**src/rtl/mote_bus_arbiter_pkg.sv**
```systemverilog
`default_nettype none
// ============================================================================
// mote_bus_pkg : shared encodings and defaults for the mote bus arbiter
// Revision: 1.0
// ============================================================================
package mote_bus_pkg;

    localparam int NUM_MOTES_DEFAULT    = 4;
    localparam int CLKS_PER_BIT_DEFAULT = 434;

    typedef enum logic [2:0] {
        TX_IDLE  = 3'd0,
        TX_START = 3'd1,
        TX_DATA  = 3'd2,
        TX_STOP  = 3'd3,
        TX_GAP   = 3'd4
    } tx_state_e;

    typedef enum logic [0:0] {
        ARB_IDLE  = 1'b0,
        ARB_OWNED = 1'b1
    } arb_state_e;

endpackage
`default_nettype wire

```
**src/rtl/mote_bus_arbiter_uart_tx_8n1.sv**
```systemverilog
`default_nettype none
// ============================================================================
// uart_tx_8n1 : 8N1 serializer with a one-cycle post-stop gap state
// Revision: 1.0
// ============================================================================
module uart_tx_8n1
    import mote_bus_pkg::*;
#(
    parameter int CLKS_PER_BIT = CLKS_PER_BIT_DEFAULT
) (
    input  logic       clock,
    input  logic       reset,
    input  logic       start,
    input  logic [7:0] data,
    output logic       tx,
    output logic       idle,
    output logic       gap
);

    localparam int BAUD_W = (CLKS_PER_BIT > 1) ? $clog2(CLKS_PER_BIT) : 1;
    localparam logic [BAUD_W-1:0] c_BAUD_RELOAD = BAUD_W'(CLKS_PER_BIT - 1);

    tx_state_e         state_q, state_d;
    logic [BAUD_W-1:0] baud_q,  baud_d;
    logic [2:0]        bit_q,   bit_d;
    logic [7:0]        data_q,  data_d;

    always_ff @(posedge clock or posedge reset) begin
        if (reset) begin
            state_q <= TX_IDLE;
            baud_q  <= '0;
            bit_q   <= '0;
            data_q  <= '0;
        end else begin
            state_q <= state_d;
            baud_q  <= baud_d;
            bit_q   <= bit_d;
            data_q  <= data_d;
        end
    end

    // Baud counter counts down and reloads on zero; each bit lasts CLKS_PER_BIT cycles.
    always_comb begin
        state_d = state_q;
        baud_d  = baud_q;
        bit_d   = bit_q;
        data_d  = data_q;
        case (state_q)
            TX_IDLE: begin
                if (start) begin
                    data_d  = data;
                    baud_d  = c_BAUD_RELOAD;
                    state_d = TX_START;
                end
            end
            TX_START: begin
                if (baud_q == '0) begin
                    baud_d  = c_BAUD_RELOAD;
                    bit_d   = '0;
                    state_d = TX_DATA;
                end else begin
                    baud_d = baud_q - 1'b1;
                end
            end
            TX_DATA: begin
                if (baud_q == '0) begin
                    baud_d = c_BAUD_RELOAD;
                    bit_d  = bit_q + 1'b1;
                    if (bit_q == 3'd7) begin
                        state_d = TX_STOP;
                    end
                end else begin
                    baud_d = baud_q - 1'b1;
                end
            end
            TX_STOP: begin
                if (baud_q == '0) begin
                    state_d = TX_GAP;
                end else begin
                    baud_d = baud_q - 1'b1;
                end
            end
            TX_GAP:  state_d = TX_IDLE;
            default: state_d = TX_IDLE;
        endcase
    end

    always_comb begin
        tx   = 1'b1;
        idle = 1'b0;
        gap  = 1'b0;
        case (state_q)
            TX_IDLE:  idle = 1'b1;
            TX_START: tx   = 1'b0;
            TX_DATA:  tx   = data_q[bit_q];
            TX_GAP:   gap  = 1'b1;
            default:  tx   = 1'b1;
        endcase
    end

endmodule
`default_nettype wire

```
**src/rtl/mote_bus_arbiter.sv**
```systemverilog
`default_nettype none
// ============================================================================
// mote_bus_arbiter : round-robin bus owner selection feeding one 8N1 UART
// Revision: 1.0
// ============================================================================
module mote_bus_arbiter
    import mote_bus_pkg::*;
#(
    parameter int NUM_MOTES    = NUM_MOTES_DEFAULT,
    parameter int CLKS_PER_BIT = CLKS_PER_BIT_DEFAULT
) (
    input  logic                   clock,
    input  logic                   reset,
    input  logic [NUM_MOTES-1:0]   bus_request,
    output logic [NUM_MOTES-1:0]   bus_grant,
    input  logic [NUM_MOTES-1:0]   txd_start,
    input  logic [8*NUM_MOTES-1:0] mote_out,
    output logic                   txd_busy,
    output logic                   rs232_txd
);

    localparam int PTR_W = $clog2(NUM_MOTES);
    localparam logic [PTR_W-1:0]     c_LAST_IDX  = PTR_W'(NUM_MOTES - 1);
    localparam logic [PTR_W:0]       c_NUM_WIDE  = (PTR_W + 1)'(NUM_MOTES);
    localparam logic [NUM_MOTES-1:0] c_GRANT_ONE = NUM_MOTES'(1);

    arb_state_e           arb_state_q, arb_state_d;
    logic [PTR_W-1:0]     owner_q,     owner_d;
    logic [PTR_W-1:0]     rr_ptr_q,    rr_ptr_d;
    logic [NUM_MOTES-1:0] grant_q,     grant_d;

    logic                 w_pick_valid;
    logic [PTR_W-1:0]     w_pick_idx;
    logic [PTR_W:0]       w_cand_sum;
    logic [PTR_W-1:0]     w_cand;
    logic [7:0]           w_owner_byte;
    logic                 w_start;
    logic                 w_tx_idle;
    logic                 w_tx_gap;

    always_ff @(posedge clock or posedge reset) begin
        if (reset) begin
            arb_state_q <= ARB_IDLE;
            owner_q     <= '0;
            rr_ptr_q    <= '0;
            grant_q     <= '0;
        end else begin
            arb_state_q <= arb_state_d;
            owner_q     <= owner_d;
            rr_ptr_q    <= rr_ptr_d;
            grant_q     <= grant_d;
        end
    end

    // Scan from the highest offset down so the lowest offset from rr_ptr wins.
    always_comb begin
        w_pick_valid = 1'b0;
        w_pick_idx   = '0;
        w_cand_sum   = '0;
        w_cand       = '0;
        for (int i = NUM_MOTES - 1; i >= 0; i--) begin
            w_cand_sum = {1'b0, rr_ptr_q} + (PTR_W + 1)'(i);
            if (w_cand_sum >= c_NUM_WIDE) begin
                w_cand_sum = w_cand_sum - c_NUM_WIDE;
            end
            w_cand = w_cand_sum[PTR_W-1:0];
            if (bus_request[w_cand]) begin
                w_pick_valid = 1'b1;
                w_pick_idx   = w_cand;
            end
        end
    end

    // A byte accepted in the same cycle the request falls keeps the owner until it drains.
    always_comb begin
        arb_state_d = arb_state_q;
        owner_d     = owner_q;
        rr_ptr_d    = rr_ptr_q;
        grant_d     = grant_q;
        case (arb_state_q)
            ARB_IDLE: begin
                if (w_pick_valid) begin
                    owner_d     = w_pick_idx;
                    grant_d     = c_GRANT_ONE << w_pick_idx;
                    arb_state_d = ARB_OWNED;
                end
            end
            ARB_OWNED: begin
                if (!bus_request[owner_q] && w_tx_idle && !w_start) begin
                    grant_d     = '0;
                    rr_ptr_d    = (owner_q == c_LAST_IDX) ? '0 : owner_q + 1'b1;
                    arb_state_d = ARB_IDLE;
                end
            end
            default: arb_state_d = ARB_IDLE;
        endcase
    end

    always_comb begin
        bus_grant    = grant_q;
        w_owner_byte = mote_out[{owner_q, 3'b000} +: 8];
        w_start      = (arb_state_q == ARB_OWNED) && txd_start[owner_q] && w_tx_idle;
        txd_busy     = !(w_tx_idle || w_tx_gap) || w_start;
    end

    uart_tx_8n1 #(
        .CLKS_PER_BIT (CLKS_PER_BIT)
    ) u_tx (
        .clock (clock),
        .reset (reset),
        .start (w_start),
        .data  (w_owner_byte),
        .tx    (rs232_txd),
        .idle  (w_tx_idle),
        .gap   (w_tx_gap)
    );

endmodule
`default_nettype wire

```
**config.mk**
```make
export PLATFORM = sky130hd
export DESIGN_NAME = mote_bus_arbiter
export DESIGN_NICKNAME = d
export VERILOG_FILES = /design/src/rtl/mote_bus_arbiter_pkg.sv /design/src/rtl/mote_bus_arbiter_uart_tx_8n1.sv /design/src/rtl/mote_bus_arbiter.sv
export SDC_FILE = /design/constraint.sdc
export NUM_CORES = 1
export LEC_CHECK = 0
export ABC_AREA = 1
export ABC_CLOCK_PERIOD_IN_PS = 2550
export CAP_MARGIN = 20
export CORE_ASPECT_RATIO = 2
export CORE_MARGIN = 8
export CORE_UTILIZATION = 56
export DETAILED_ROUTE_END_ITERATION = 12
export PLACE_DENSITY_LB_ADDON = 0.3
export SLEW_MARGIN = 40
export SYNTH_ARGS = -nofsm -noshare
export SYNTH_HDL_FRONTEND = slang
export SYNTH_SLANG_ARGS = --single-unit
```
**constraint.sdc**
```tcl
create_clock -name clock -period 2.55 [get_ports clock]
set_input_delay 0.51 -clock clock [delete_from_list [all_inputs] [get_ports clock]]
set_output_delay 0.51 -clock clock [all_outputs]
set_load 0.02 [all_outputs]
```
* Word level (Yosys, flattened, before mapping) *
Cells that the tools add are included.

word-level totals
  flip-flop bits (word level) = 32
  input port bits = 42
  output and inout port bits = 6

operators by class
  add/sub/neg operators = 10
  $lt $le $gt $ge = 10
  eq/ne operators = 14
  shift-type cells = 2
  mux-type cells = 49
  bitwise logic cells = 1
  reduce and logical (&&, ||, !) cells = 21

operators by type and width
  kind                   count
  $shiftx A32 B6 Y8      1
  $mux W9                3
  $pmux W9 S3            1
  $mux W3                7
  $mux W2                9
  $lt A2 B3 Y1 const B   5
  $mux W1                15
  $bmux W1 S2            6
  $pmux W3 S4            1
  $ne A2 B1 Y1 const B   5
  $ge A3 B3 Y1 const B   3
  $logic_not A9 Y1       1
  $sub A9 B1 Y9 const B  1
  $mux W4                2
  $pmux W4 S2            1
  $reduce_and A2 Y1      4
  $sub A2 B1 Y2 const B  4
  $add A2 B2 Y3 const B  2
  $eq A3 B2 Y1 const B   2
  $eq A3 B3 Y1 const B   2
  $ne A2 B2 Y1 const B   3
  $pmux W3 S2            1
  $reduce_and A3 Y1      2
  $reduce_and A5 Y1      1
  18 further kinds       25

* Longest topological paths before layout *
  word-level depth = 12
  gate-level depth with buffers = 14
  depth with buffers taken out = 13

* Modules after synthesis *
Synthesis repeated with hierarchy kept, for this count alone.

unflattened totals
  cell total of the unflattened synthesis = 322
  area, all modules = 2,308.5 sq um

modules (own cells, without submodules)
  module            times used  cells an instance  area an instance (sq um)  sequential area each (sq um)
  uart_tx_8n1       1           160                1,328.8                   575.6
  mote_bus_arbiter  1           162                979.7                     225.2

* Worst setup path before layout *
Ideal clock, no wire load.

  path kind = input-to-output
  from = in txd_start[0]
  to = out txd_busy
  data arrival time = 1.313 ns
  required time = 2.040 ns
  path slack = 0.727 ns
  stages on the path = 6
  buffers on the path = 0
  cells stage by stage = nor2_1 -> nor2_1 -> o21ai_1 -> nand2_2 -> nand2_4 -> o21ai_0

on the way
  word-level cells in the longest chain between the ends = 5

RTL lines
  what                              line                     RTL
  start: declaration                mote_bus_arbiter.sv:16   input logic [NUM_MOTES-1:0] txd_start,
  $bmux W1 S2                       mote_bus_arbiter.sv:102  w_start = (arb_state_q == ARB_OWNED) && txd_start[owner_q] && w_tx_idle;
  $mux W1 (implied by the code)     mote_bus_arbiter.sv:102
  $logic_and A1 B1 Y1 (2 in a row)  mote_bus_arbiter.sv:102
  $logic_or A1 B1 Y1                mote_bus_arbiter.sv:103  txd_busy = !(w_tx_idle || w_tx_gap) || w_start;
  end: declaration                  mote_bus_arbiter.sv:18   output logic txd_busy,

No other way between the ends. The select of a mux whose other input is x is not followed.

* Final worst setup path *
  from = reg u_tx.bit_q[0]
  to = out rs232_txd

on the way
  word-level cells in the longest chain between the ends = 3

RTL lines
  what                           line                                RTL
  start: declaration             mote_bus_arbiter_uart_tx_8n1.sv:25  logic [2:0] bit_q, bit_d;
  start signal: assignment       mote_bus_arbiter_uart_tx_8n1.sv:37  bit_q <= bit_d;
  $bmux W1 S3                    mote_bus_arbiter_uart_tx_8n1.sv:95  TX_DATA: tx = data_q[bit_q];
  $mux W1 (implied by the code)  mote_bus_arbiter_uart_tx_8n1.sv:95
  $pmux W1 S2                    mote_bus_arbiter_uart_tx_8n1.sv:92  case (state_q)
  end: declaration               mote_bus_arbiter.sv:19              output logic rs232_txd

No other way between the ends. The select of a mux whose other input is x is not followed.

==> results.toml <==
[drt]
viasPerCell = 5.20
initial_drt_markers = 53
postRouteWirelength_um = 5730
remaining_routing_drc_violations = 0
routed_length_per_placed_instance_um = 13.1
ant_nets = 0
drt-pass1-iter-count = 4
dr_total_vias = 2277

[sta]
finalSetupViolations = 0
finalWorstPathRequiredPeriod_ns = 2.42
slew-limit-headroom_pct = 66.2
timing.clock.skew_ns = 0.00504
max_freq_mhz = 414
grt_setup_unrepaired = "false"
final-hold-violation-count = 0
final.period_utilization_pct = 94.7
worst_slack_on_hold_paths_ns = 0.480
worstMarginPinSlew_ns = 0.505
slew_viol_final = 0

[critical_path]
crit_path_start_kind = "flop"
critical_path.slowest_cell = "clkdlybuf4s50_1"
setup.reg_to_reg.worst_slack_ns = 0.82
worst_path_largest_cell_delay_ns = 0.60
ff2ff_path_depth = 8
crit_arrival_ns = 1.91
timing.critical_path.to_type = "primary output"
critical_path_required_ns = 2.04
crit_top_cell = "nand3_1"
worst-path-max-fanout = 6
cell_class_contributing_the_biggest_share_of_worst_path_delay = "buffers and inverters"
critical_path_cell_by_cell = "inv_1 -> a21oi_1 -> o21ai_0 -> nand3_1 -> nand3_1 -> nand2_1 -> clkdlybuf4s50_1"
timing.critical_path.depth = 7
timing.critical_path.buf_inv = 2
timing.setup.critical_path_class = "flop to primary output"

[yosys]
yosys_register_bits = 32
ys_warn_count = 0
synthCells = 332
synth_area_um2 = 2370
yosysSeqAreaShare_pct = 33.8
synthesis.nets = 379
synthesis.area_per_instance_um2 = 7.13
number_of_distinct_library_cell_variants_in_the_gate_level_netlist_after_synthesis = 35

[finish]
num-nets-final = 432
antenna-diode-count = 0
drive_gt1_share_pct = 15.8
most_used_cells_in_the_layout_excluding_fill_and_tap_cells = "nand2_1, clkdlybuf4s50_1, inv_1, o21ai_0, nor2_1"
num-fill-cells = 319
stdcell_area_um2 = 2990
mostFrequentLayoutCell = "nand2_1"
area.growth.synth_to_final_pct = 26.4

[floorplanning]
num_rows = 33
coreArea_um2 = 4090
initial_utilization_pct = 57.9
die_footprint_um2 = 6690
design.portCount = 48
fp.dieW_um = 62.0
fp.dieH_um = 108

[grt]
grt-ovfl-total = 0
antenna_found_initial = 0
grt.total_usage_pct = 18.9
global_route_wire_length_before_repair_um = 9780
grt_start_max_net_pins = 33
grt_pass1_vias = 2316

[pwr]
power.density_nw_per_um2 = 1120
cellLeakagePower_nw = 1.47
highest_ir_drop_seen_on_vdd_v = 0.000725

[clock_tree]
cts_bufs_inserted = 5
cts-hold-fix-buffers = 0
clock-root-buffer = "clkbuf_8"
post_cts.resized_instances = 1
cts_num_sinks = 32
clk_latency_ns = 0.28
htreeDepth = 2
cts_post_setup_buffers_inserted = 0
ctsLongestPathBuffers = 2
clock_tree_from_tritoncts = "built"
clock_pin_slew_reported_for_the_worst_setup_and_hold_paths_after_clock_tree_synthesis_ns = 0.07

[run_status]
outcome = "finished, final reports clean"

[placement]
detailedPlacementHpwl_um = 4600
port_buffers = 47
placed_area_um2 = 2900
gp_congestion = 0.887

[hold_path]
worstHoldPathCells = 2
hold_path_class = "flop to flop"

[job]
drv.max_cap_violation_count = 0
[report_power, final]
part           switching, mW  leakage (nW)  internal, mW
Combinational           1.26          1.02         0.771
Sequential             0.200         0.398         0.714
Clock                  0.187        0.0510         0.215
[metrics by stage]
| step | cells | setup slack (ns) | utilization [%] | TNS (ns) | power [mW] |
|---|---|---|---|---|---|
| after CTS | 438 | 0.116 | 73.2 | 0 | 3.37 |
| after global placement | 430 | -0.178 | 71.0 | -0.178 | 2.90 |
| after global routing | 438 | 0.00119 | 73.2 | 0 | 3.68 |
| final | 438 | 0.134 | 73.2 | 0 | 3.35 |
| after floorplan | 332 | 0.727 | - | 0 | 2.45 |
| after detailed placement | 430 | -0.170 | 71.0 | -0.170 | 2.96 |
[worst min-delay path, cell delays in order (launching register included)]
cell     delay, ns
dfrtp_1       0.35
nand2_1       0.05
nand2_1       0.05
[flip-flops by register name, summed over array words and instances (netlist names)]
signal,flops
arb_state_q,1
bus_grant,4
owner_q,2
rr_ptr_q,2
u_tx.baud_q,9
u_tx.bit_q,3
u_tx.data_q,8
u_tx.state_q,3
[routing by layer]
| metal | global-route usage [%] | routed length [um] | up-vias |
|---|---|---|---|
| met5 | 0 | 0 | - |
| met4 | 11.7 | 211 | 0 |
| met3 | 3.80 | 202 | 18 |
| met2 | 33.6 | 3220 | 54 |
| met1 | 18.6 | 2100 | 1030 |
| li1 | - | - | 1175 |
[cell type report]
class	instances	area [um2]	share of cell area (%)
Multi-Input combinational cell	248	1340	44.6
Inverter	45	184	6.15
Clock buffer	6	82.6	2.76
Tap cell	52	65.1	2.17
Sequential cell	32	801	26.8
Timing Repair Buffer	53	514	17.2
Clock inverter	2	10.0	0.334
[final timing paths]
kind                                                  from                          to
worst max-delay path             u_tx.bit_q[0]$_DFFE_PP0P_                   rs232_txd
worst min-delay path            u_tx.baud_q[7]$_DFFE_PP0P_  u_tx.baud_q[7]$_DFFE_PP0P_
worst max register to register      owner_q[0]$_DFFE_PP0P_  u_tx.data_q[6]$_DFFE_PP0P_
worst min register to register  u_tx.baud_q[7]$_DFFE_PP0P_  u_tx.baud_q[7]$_DFFE_PP0P_
max in group asynchronous                            reset     rr_ptr_q[1]$_DFFE_PP0P_
min in group asynchronous                            reset  u_tx.data_q[6]$_DFFE_PP0P_
[kinds of logic after synthesis]
logic type / Yosys count / synth area share (%)
AOI/OAI and AO/OA: 67 / 15.4
xor gates and xnor gates: 5 / 1.85
adders and majority gates: 5 / 2.64
buffers and inverters: 52 / 9.77
DFF: 32 / 33.8
and+or+nand+nor: 171 / 36.5
[synthesized netlist by cell type]
master / instances / share of area (%)
or2_2: 1 / 0.26
a21oi_1: 7 / 1.5
buf_6: 2 / 0.95
inv_2: 6 / 0.95
o21bai_2: 1 / 0.48
o21ai_1: 12 / 2.5
nor2_8: 1 / 0.85
inv_1: 36 / 5.7
nor3_4: 2 / 1.4
buf_2: 4 / 0.85
o22ai_1: 8 / 2.1
nand2_1: 74 / 12
nand3b_1: 1 / 0.32
nor2_4: 3 / 1.4
nand3_1: 23 / 4.9
ha_1: 5 / 2.6
nor2_1: 34 / 5.4
and2_4: 1 / 0.37
clkbuf_2: 1 / 0.21
inv_4: 1 / 0.26
nor2_2: 1 / 0.26
o21ai_0: 35 / 7.4
dfrtp_1: 32 / 34
o21ai_2: 3 / 1.1
nand3_2: 1 / 0.42
clkinv_4: 1 / 0.37
nand4_1: 3 / 0.79
o211ai_1: 1 / 0.32
inv_8: 1 / 0.48
nor3_2: 1 / 0.42
xor2_1: 5 / 1.8
nand2_2: 17 / 4.5
nand3_4: 1 / 0.74
nor3_1: 2 / 0.42
nand2_4: 5 / 2.4
(Power assumes the default switching activity.)
